## src/rtl/retire_unit_pkg.sv

```systemverilog
// Shared types for the retire stage: ROB retire packet, retire FSM states and
// free-list return packet.
package retire_unit_pkg;

  localparam int unsigned SUPERSCALAR_WAYS = 2;
  localparam int unsigned N_PHYS_REG_BITS  = 6;
  localparam int unsigned XLEN             = 32;
  localparam int unsigned N_ARCH_REGS      = 32;

  typedef struct packed {
    logic                       complete;
    logic                       precise_state_enable;
    logic                       halt;
    logic [4:0]                 ar_idx;
    logic [N_PHYS_REG_BITS-1:0] t_idx;
    logic [N_PHYS_REG_BITS-1:0] told_idx;
    logic [XLEN-1:0]            target_pc;
    logic [XLEN-1:0]            value;
    logic [XLEN-1:0]            npc;
  } ROB_PACKET;

  typedef enum logic [1:0] {
    RUN    = 2'd0,
    SQUASH = 2'd1,
    HALTED = 2'd2
  } RETIRE_STATE;

  typedef struct packed {
    logic                       valid;
    logic [N_PHYS_REG_BITS-1:0] idx;
  } RETIRE_FREELIST_PACKET;

endpackage

```

## src/rtl/arch_map_table.sv

```systemverilog
// Committed architectural map: identity on reset, WAYS write ports where the
// highest-numbered enabled port wins on an address collision.
module arch_map_table
  import retire_unit_pkg::*;
#(
  parameter int unsigned WAYS    = SUPERSCALAR_WAYS,
  parameter int unsigned N_ARCH  = N_ARCH_REGS,
  parameter int unsigned PR_BITS = N_PHYS_REG_BITS
) (
  input  logic               clock,
  input  logic               reset,
  input  logic [WAYS-1:0]    we_i,
  input  logic [4:0]         waddr_i [WAYS],
  input  logic [PR_BITS-1:0] wdata_i [WAYS],
  output logic [PR_BITS-1:0] map_o   [N_ARCH]
);

  logic [PR_BITS-1:0] map_q [N_ARCH];

  // Ports are visited in ascending order so the last (youngest) write lands.
  always_ff @(posedge clock) begin
    if (reset) begin
      for (int unsigned r = 0; r < N_ARCH; r++) begin
        map_q[r] <= PR_BITS'(r);
      end
    end else begin
      for (int unsigned w = 0; w < WAYS; w++) begin
        if (we_i[w]) begin
          map_q[waddr_i[w]] <= wdata_i[w];
        end
      end
    end
  end

  assign map_o = map_q;

endmodule

```

## src/rtl/retire_unit.sv

```systemverilog
// Retire stage: accepts an in-order group of completed ROB entries, commits
// them to the map table, returns old tags, and raises squash / halt.
module retire_unit
  import retire_unit_pkg::*;
#(
  parameter int unsigned WAYS    = SUPERSCALAR_WAYS,
  parameter int unsigned N_ARCH  = 32,
  parameter int unsigned PR_BITS = N_PHYS_REG_BITS
) (
  input  logic                         clock,
  input  logic                         reset,
  input  ROB_PACKET                    rob_retire_in [WAYS],
  output logic [WAYS-1:0]              free_valid,
  output logic [PR_BITS-1:0]           free_idx     [WAYS],
  output logic [PR_BITS-1:0]           arch_map     [N_ARCH],
  output logic                         squash,
  output logic [XLEN-1:0]              squash_pc,
  output logic                         halted,
  output logic [WAYS-1:0]              commit_valid,
  output logic [4:0]                   commit_ar    [WAYS],
  output logic [XLEN-1:0]              commit_value [WAYS],
  output logic [XLEN-1:0]              commit_npc   [WAYS],
  output logic [$clog2(WAYS+1)-1:0]    retire_cnt
);

  localparam int unsigned CW = $clog2(WAYS + 1);

  RETIRE_STATE           state_q, state_d;
  logic [XLEN-1:0]       squash_pc_q, squash_pc_d;
  logic [CW-1:0]         cnt_q, cnt_d;
  logic [WAYS-1:0]       acc, map_we;
  logic                  go;

  RETIRE_FREELIST_PACKET free_q       [WAYS];
  logic [WAYS-1:0]       commit_v_q;
  logic [4:0]            commit_ar_q  [WAYS];
  logic [XLEN-1:0]       commit_val_q [WAYS];
  logic [XLEN-1:0]       commit_npc_q [WAYS];

  logic [4:0]            map_waddr    [WAYS];
  logic [PR_BITS-1:0]    map_wdata    [WAYS];

  // A running "group still open" flag avoids a self-referencing acc chain.
  always_comb begin
    acc         = '0;
    map_we      = '0;
    state_d     = state_q;
    squash_pc_d = squash_pc_q;
    cnt_d       = '0;
    go          = (state_q == RUN);
    for (int unsigned w = 0; w < WAYS; w++) begin
      acc[w]    = go & rob_retire_in[w].complete;
      go        = acc[w] & ~rob_retire_in[w].precise_state_enable & ~rob_retire_in[w].halt;
      map_we[w] = acc[w] & (rob_retire_in[w].ar_idx != 5'd0);
      map_waddr[w] = rob_retire_in[w].ar_idx;
      map_wdata[w] = PR_BITS'(rob_retire_in[w].t_idx);
      if (acc[w]) begin
        cnt_d = cnt_d + CW'(1);
        if (rob_retire_in[w].halt) begin
          state_d = HALTED;
        end else if (rob_retire_in[w].precise_state_enable) begin
          state_d     = SQUASH;
          squash_pc_d = rob_retire_in[w].target_pc;
        end
      end
    end
    case (state_q)
      SQUASH:  state_d = RUN;
      HALTED:  state_d = HALTED;
      default: ;
    endcase
  end

  always_ff @(posedge clock) begin
    if (reset) begin
      state_q     <= RUN;
      squash_pc_q <= '0;
      cnt_q       <= '0;
      commit_v_q  <= '0;
      for (int unsigned w = 0; w < WAYS; w++) begin
        free_q[w]       <= '0;
        commit_ar_q[w]  <= '0;
        commit_val_q[w] <= '0;
        commit_npc_q[w] <= '0;
      end
    end else begin
      state_q     <= state_d;
      squash_pc_q <= squash_pc_d;
      cnt_q       <= cnt_d;
      commit_v_q  <= acc;
      for (int unsigned w = 0; w < WAYS; w++) begin
        free_q[w].valid <= map_we[w];
        free_q[w].idx   <= map_we[w] ? rob_retire_in[w].told_idx : '0;
        commit_ar_q[w]  <= acc[w] ? rob_retire_in[w].ar_idx : '0;
        commit_val_q[w] <= acc[w] ? rob_retire_in[w].value  : '0;
        commit_npc_q[w] <= acc[w] ? rob_retire_in[w].npc    : '0;
      end
    end
  end

  arch_map_table #(
    .WAYS    (WAYS),
    .N_ARCH  (N_ARCH),
    .PR_BITS (PR_BITS)
  ) u_map (
    .clock   (clock),
    .reset   (reset),
    .we_i    (map_we),
    .waddr_i (map_waddr),
    .wdata_i (map_wdata),
    .map_o   (arch_map)
  );

  always_comb begin
    for (int unsigned w = 0; w < WAYS; w++) begin
      free_valid[w] = free_q[w].valid;
      free_idx[w]   = PR_BITS'(free_q[w].idx);
    end
  end

  assign squash       = (state_q == SQUASH);
  assign halted       = (state_q == HALTED);
  assign squash_pc    = squash_pc_q;
  assign retire_cnt   = cnt_q;
  assign commit_valid = commit_v_q;
  assign commit_ar    = commit_ar_q;
  assign commit_value = commit_val_q;
  assign commit_npc   = commit_npc_q;

endmodule

```

## config.mk

```make
export PLATFORM = sky130hd
export DESIGN_NAME = retire_unit
export DESIGN_NICKNAME = d
export VERILOG_FILES = /design/src/rtl/retire_unit_pkg.sv /design/src/rtl/arch_map_table.sv /design/src/rtl/retire_unit.sv
export SDC_FILE = /design/constraint.sdc
export NUM_CORES = 1
export LEC_CHECK = 0
export CORE_AREA = 2 2 240 242
export DETAILED_ROUTE_END_ITERATION = 10
export DIE_AREA = 0 0 242 244
export SLEW_MARGIN = 10
export SYNTH_ARGS = -nofsm -noshare
export SYNTH_HDL_FRONTEND = slang
export SYNTH_SLANG_ARGS = --single-unit
```

## constraint.sdc

```tcl
create_clock -name clock -period 4.39 [get_ports clock]
set_input_delay 0.878 -clock clock [delete_from_list [all_inputs] [get_ports clock]]
set_output_delay 0.878 -clock clock [all_outputs]
set_load 0.05 [all_outputs]
```

-- Yosys cells after proc, flatten, opt, wreduce, memory -nomap -nowiden
Memory sizes are Yosys's and may differ from the RTL's.
Cells that the tools add are included.
- bits of input ports: 234
- logic and storage cells: 106
- bits in registers: 368
- memory bits (writable): 14
- memories: 1
- bitwise operators: 16
- add/subtract/negate cells: 1
- reduce and logical (&&, ||, !) cells: 7
- magnitude comparators: 4
- eq/ne operators: 2
- mux-type cells: 33
- memory list (memory ; depth ; bits a word ; read ports ; clocked after Yosys merged registers in ; wr ports ; line ; text):
    free_q ; 2 ; 7 ; 2 ; 0 ; 2 ; retire_unit.sv:34 ; RETIRE_FREELIST_PACKET free_q [WAYS];
- operators with widths (operator ; count):
    2-to-1 mux 192 bit ; 3
    bitwise mux 192 bit ; 2
    2-to-1 mux 32 bit ; 6
    demux 6 bit (select 5 bit) ; 2
    2-to-1 mux 6 bit ; 6
    2-to-1 mux 2 bit ; 7
    greater-or-equal comparator 6 bit, second input constant ; 2
    < comparator 6 x 1 -> 1 bit, second input constant ; 2
    NOT 5 -> 6 bit ; 2
    nonzero test 5 bit ; 2
    bitwise AND 1 bit ; 6
    2-to-1 mux 1 bit ; 6
    NOT 1 bit ; 4
    bitwise OR 1 bit ; 4
    case mux 2 bit (2 select lines) ; 1
    OR reduction 2 bit ; 2
    adder 2 x 1 -> 2 bit, second input constant ; 1
    equality test 2 x 1 -> 1 bit, second input constant ; 1
    equality test 2 bit, second input constant ; 1
    logical AND 1 bit ; 2
    logical NOT 2 bit ; 1

-- Longest topological paths before layout
- depth after elaboration: 10
- mapped depth: 10

-- Cells and area by module
Synthesis repeated with hierarchy kept, for this count alone.
- cell total of the unflattened synthesis: 1761
- area, all modules: 15506.1 um^2
- by module, submodules not included (module ; area each (um^2) ; times used ; cells each):
    arch_map_table ; 9638.0 ; 1 ; 1215
    retire_unit ; 5868.1 ; 1 ; 546

-- Least setup slack after synthesis
OpenSTA, ideal clock, no wires.
- path kind: input to register
- start: in rob_retire_in[230] (netlist bit)
- end: reg u_map.map_q, in the netlist u_map.map_o[123]
- setup slack: 2.083 ns
- arrival time: 2.229 ns
- cell stages on the path: 6
- data required time: 4.312 ns
- library setup time: 0.078 ns
- path through: buf_2 -> or4b_4 -> buf_6 -> nor3_4 -> nor2_1 -> a32oi_1
- word-level cells in the longest chain between the ends: 6
- ends and longest elaborated chain (what ; line ; text):
    start: declaration ; retire_unit.sv:12 ; input ROB_PACKET rob_retire_in [WAYS],
    NOT 1 bit ; retire_unit.sv:53 ; go = acc[w] & ~rob_retire_in[w].precise_state_enable & ~rob_retire_in[w].halt;
    bitwise AND 1 bit (2 in a row) ; retire_unit.sv:53 ;
    bitwise AND 1 bit ; retire_unit.sv:52 ; acc[w] = go & rob_retire_in[w].complete;
    bitwise AND 1 bit ; retire_unit.sv:54 ; map_we[w] = acc[w] & (rob_retire_in[w].ar_idx != 5'd0);
    2-to-1 mux 192 bit ; arch_map_table.sv:28 ; if (we_i[w]) begin
    end signal: indexed assignment ; arch_map_table.sv:24 ; map_q[r] <= PR_BITS'(r);
    end signal: indexed assignment ; arch_map_table.sv:29 ; map_q[waddr_i[w]] <= wdata_i[w];
    end: declaration ; arch_map_table.sv:18 ; logic [PR_BITS-1:0] map_q [N_ARCH];
No other way between the ends.
A chain may end at the register's enable or synchronous reset.

-- Worst setup path after layout
- start: reg state_q[0]
- end: out halted
- word-level cells in the longest chain between the ends: 1
- ends and longest elaborated chain (what ; line ; text):
    start: declaration ; retire_unit.sv:28 ; RETIRE_STATE state_q, state_d;
    start signal: assignment ; retire_unit.sv:87 ; state_q <= state_d;
    equality test 2 bit ; retire_unit.sv:122 ; assign halted = (state_q == HALTED);
    end: declaration ; retire_unit.sv:18 ; output logic halted,
No other way between the ends.

==> flow_summary.toml <==
[run_status]
status = "complete, no violations"

[logic_synthesis]
ys_seq_area_share_pct = 51.9
synth_top_area_share_pct = 51.9
synth_xor_area_share_pct = 0
synth.avg_cell_area_um2 = 9.31
synth_fp_nets = 1821
synthDistinctLibCells = 48
synth_ff_type = "dfxtp_1"
ys_ff_latch = 382
synth.most_common_cell = "dfxtp_1"
synthArstFlopShare_pct = 0
synthTopCellsByCount = "382 x dfxtp_1, 186 x nand2_1, 164 x nor2_1, 113 x nand3_1, 111 x clkbuf_1"
syn_area_mm2 = 0.0147
synth-simple-area-share_pct = 24.6
synth_fa_ha_area_share_pct = 0.255
synth_top_area_cell = "dfxtp_1"
synthMuxAreaShare_pct = 5.50
synthTopCellsByArea = "dfxtp_1 52%, a311oi_1 6.2%, mux2i_1 5.5%"
synth_edf_count = 0
syn_inst = 1584
yosysWarnings = 0
synth_top_family_by_area = "simple AND/OR/NAND/NOR gates"
synth_compound_area_share_pct = 13.6

[drt]
drc = 0
viasPerCell = 5.11
vias = 15007
routedWlPerCell_um = 25.0
wl_um = 73600
drt_pass1_iterations = 6
drtAntennaViolNets = 0
drt_iter0_markers = 1278

[pwr]
vdd_drop_max_mv = 0.250
power.density_mw_per_mm2 = 395
power_leakage_nw = 8.35
total_power_mw = 9.14

[cts]
cts_setup_buffers = 0
numCtsBuffers = 44
ctsRootBufferMaster = "clkbuf_16"
path_clk_slew_ns = 0.06
cts.path.max_buffers = 3
clkLatencyLatePin_ns = 0.58
htree_levels = 2
cts.sinks = 382
cts_tree = "built"
cts_hold_buffers = 0
ctsResizeCount = 0

[cells_and_area]
design_area_mm2 = 0.0231
seq_area_mm2 = 0.00765
area_growth_pct = 56.7
nFillCells = 5492
drive_gt1_share_pct = 7.63
nNetsFinal = 2378
multi_input_area_mm2 = 0.00653

[worst_setup_path]
crit_slowest_cell = "clkdlybuf4s50_1"
worstSetupEndpointType = "output port"
critPathLaunchType = "flop"
worstSetupPathType = "flop to output port"
crit_fanout = 3
crit_path_max_incr_delay_ns = 0.87
path_cells = "inv_1 > ha_1 > clkdlybuf4s50_1"
cp_num_buf_inv = 2
worst_ep_arrival_time_ns = 2.04
required_ns = 3.51
critPathTopFamily = "buffers and inverters"

[sta]
setup_viol = 0
setup-tns-final_ns = 0
period_needed_ns = 2.92
drv_slew = 0
hold_violations = 0
fin_crit_sh_pct = 66.5
fmaxAchievable_mhz = 343
relSlewSlack_pct = 15.0
grt_setup_unrepaired = "no"
finClkSkew_ns = 0.0205
tightest_slew_ns = 1.27

[global_route]
grt_use_total_pct = 23.7
grt_max_degree = 123
antenna_found_initial = 17
grt_pass1_vias = 14514
grt_overflow_total = 0
grt_pass1_wl_um = 104000

[floorplanning]
die_w_um = 242
ioPinCount = 616
die-height_um = 244
initial_utilization_pct = 26.2
dieArea_mm2 = 0.0590
coreArea_mm2 = 0.0562
rows = 87

[placed_design]
gp_congestion = 0.844
placed_cell_area_mm2 = 0.0216
dp_hpwl_um = 54500
portBuffers = 615

[flow_run]
cap_violations = 0

[min_path]
hold_class = "flop to flop"
[kinds of logic (layout without fill, tap and decap cells)]
logic type | Yosys count | after routing
other cells | 0 | 6
compound gates | 262 | 262
simple gates | 707 | 707
fa+ha+maj | 3 | 3
buf+inv | 149 | 740
flops | 382 | 382
mux | 81 | 81
[stage by stage]
step	hold slack (ns)	setup slack (ns)	util (%)	instances
2_1_floorplan	0.605	2.08	-	1584
3_3_place_gp	0.454	0.879	38.5	2851
3_5_place_dp	0.459	0.912	38.5	2851
4_1_cts	0.472	1.41	41.1	2931
5_1_grt	0.484	1.34	41.1	2935
6_report	0.473	1.47	41.1	2937
[layer usage]
metal / track usage, % / wire length, um
met1: 28.0 / 28600
met4: 7.86 / 2480
met2: 41.6 / 36600
met3: 5.96 / 5840
met5: 0 / 11
[worst paths after layout]
kind	depth (start not counted)	start	slack, ns	to
worst max-delay path	3	state_q[0]	1.47	halted
worst min-delay path	1	u_map.map_o[188]	0.47	u_map.map_o[188]
worst max register to register	6	state_q[0]	1.59	commit_npc[10]
worst min register to register	1	u_map.map_o[188]	0.47	u_map.map_o[188]
[worst register-to-register path: stages, from the launching register on]
cell and delay [ns]:
dfxtp_1 0.34, inv_1 0.10, ha_1 0.64, and2_2 0.65, and3_2 0.32, buf_4 0.45
and2_1 0.25
[cell usage in the layout, fill, tap and decap left out, types with 13 or more instances in the layout]
cell,synthesis,layout
a211oi_1,21,21
mux2i_1,81,81
o21ai_0,24,24
a21oi_1,15,15
and3_1,72,71
buf_4,3,40
a311oi_1,105,105
clkdlybuf4s50_1,0,612
nand3_1,113,113
a22oi_1,43,43
nor2_1,164,163
a32oi_1,32,32
nor2_2,12,13
nor3_2,14,15
nor3_1,16,15
nand2_1,186,186
dfxtp_1,382,382
clkbuf_16,0,45
and2_1,82,81
[layout make-up]
class / instances / area share [%]
Antenna cell: 6 / 0.0650
Clock buffer: 63 / 5.64
Clock inverter: 17 / 0.774
Inverter: 4 / 0.0650
Multi-Input combinational cell: 1053 / 28.3
Sequential cell: 382 / 33.1
Tap cell: 756 / 4.09
Timing Repair Buffer: 656 / 28.0
[report_power, final]
group	internal (mW)	switching (mW)	total, mW
clock network	2.25	1.55	3.80
registers	3.61	0.0577	3.67
logic	0.569	1.10	1.67
total	6.43	2.71	9.14
[flip-flops by register name, summed over array words and instances, names as in the netlist]
signal	flops
commit_ar	10
commit_npc	64
commit_valid	2
commit_value	64
free_q	14
retire_cnt	2
squash_pc	32
state_q	2
u_map.map_o	192
Note: power is estimated with default switching activity, not from simulation.
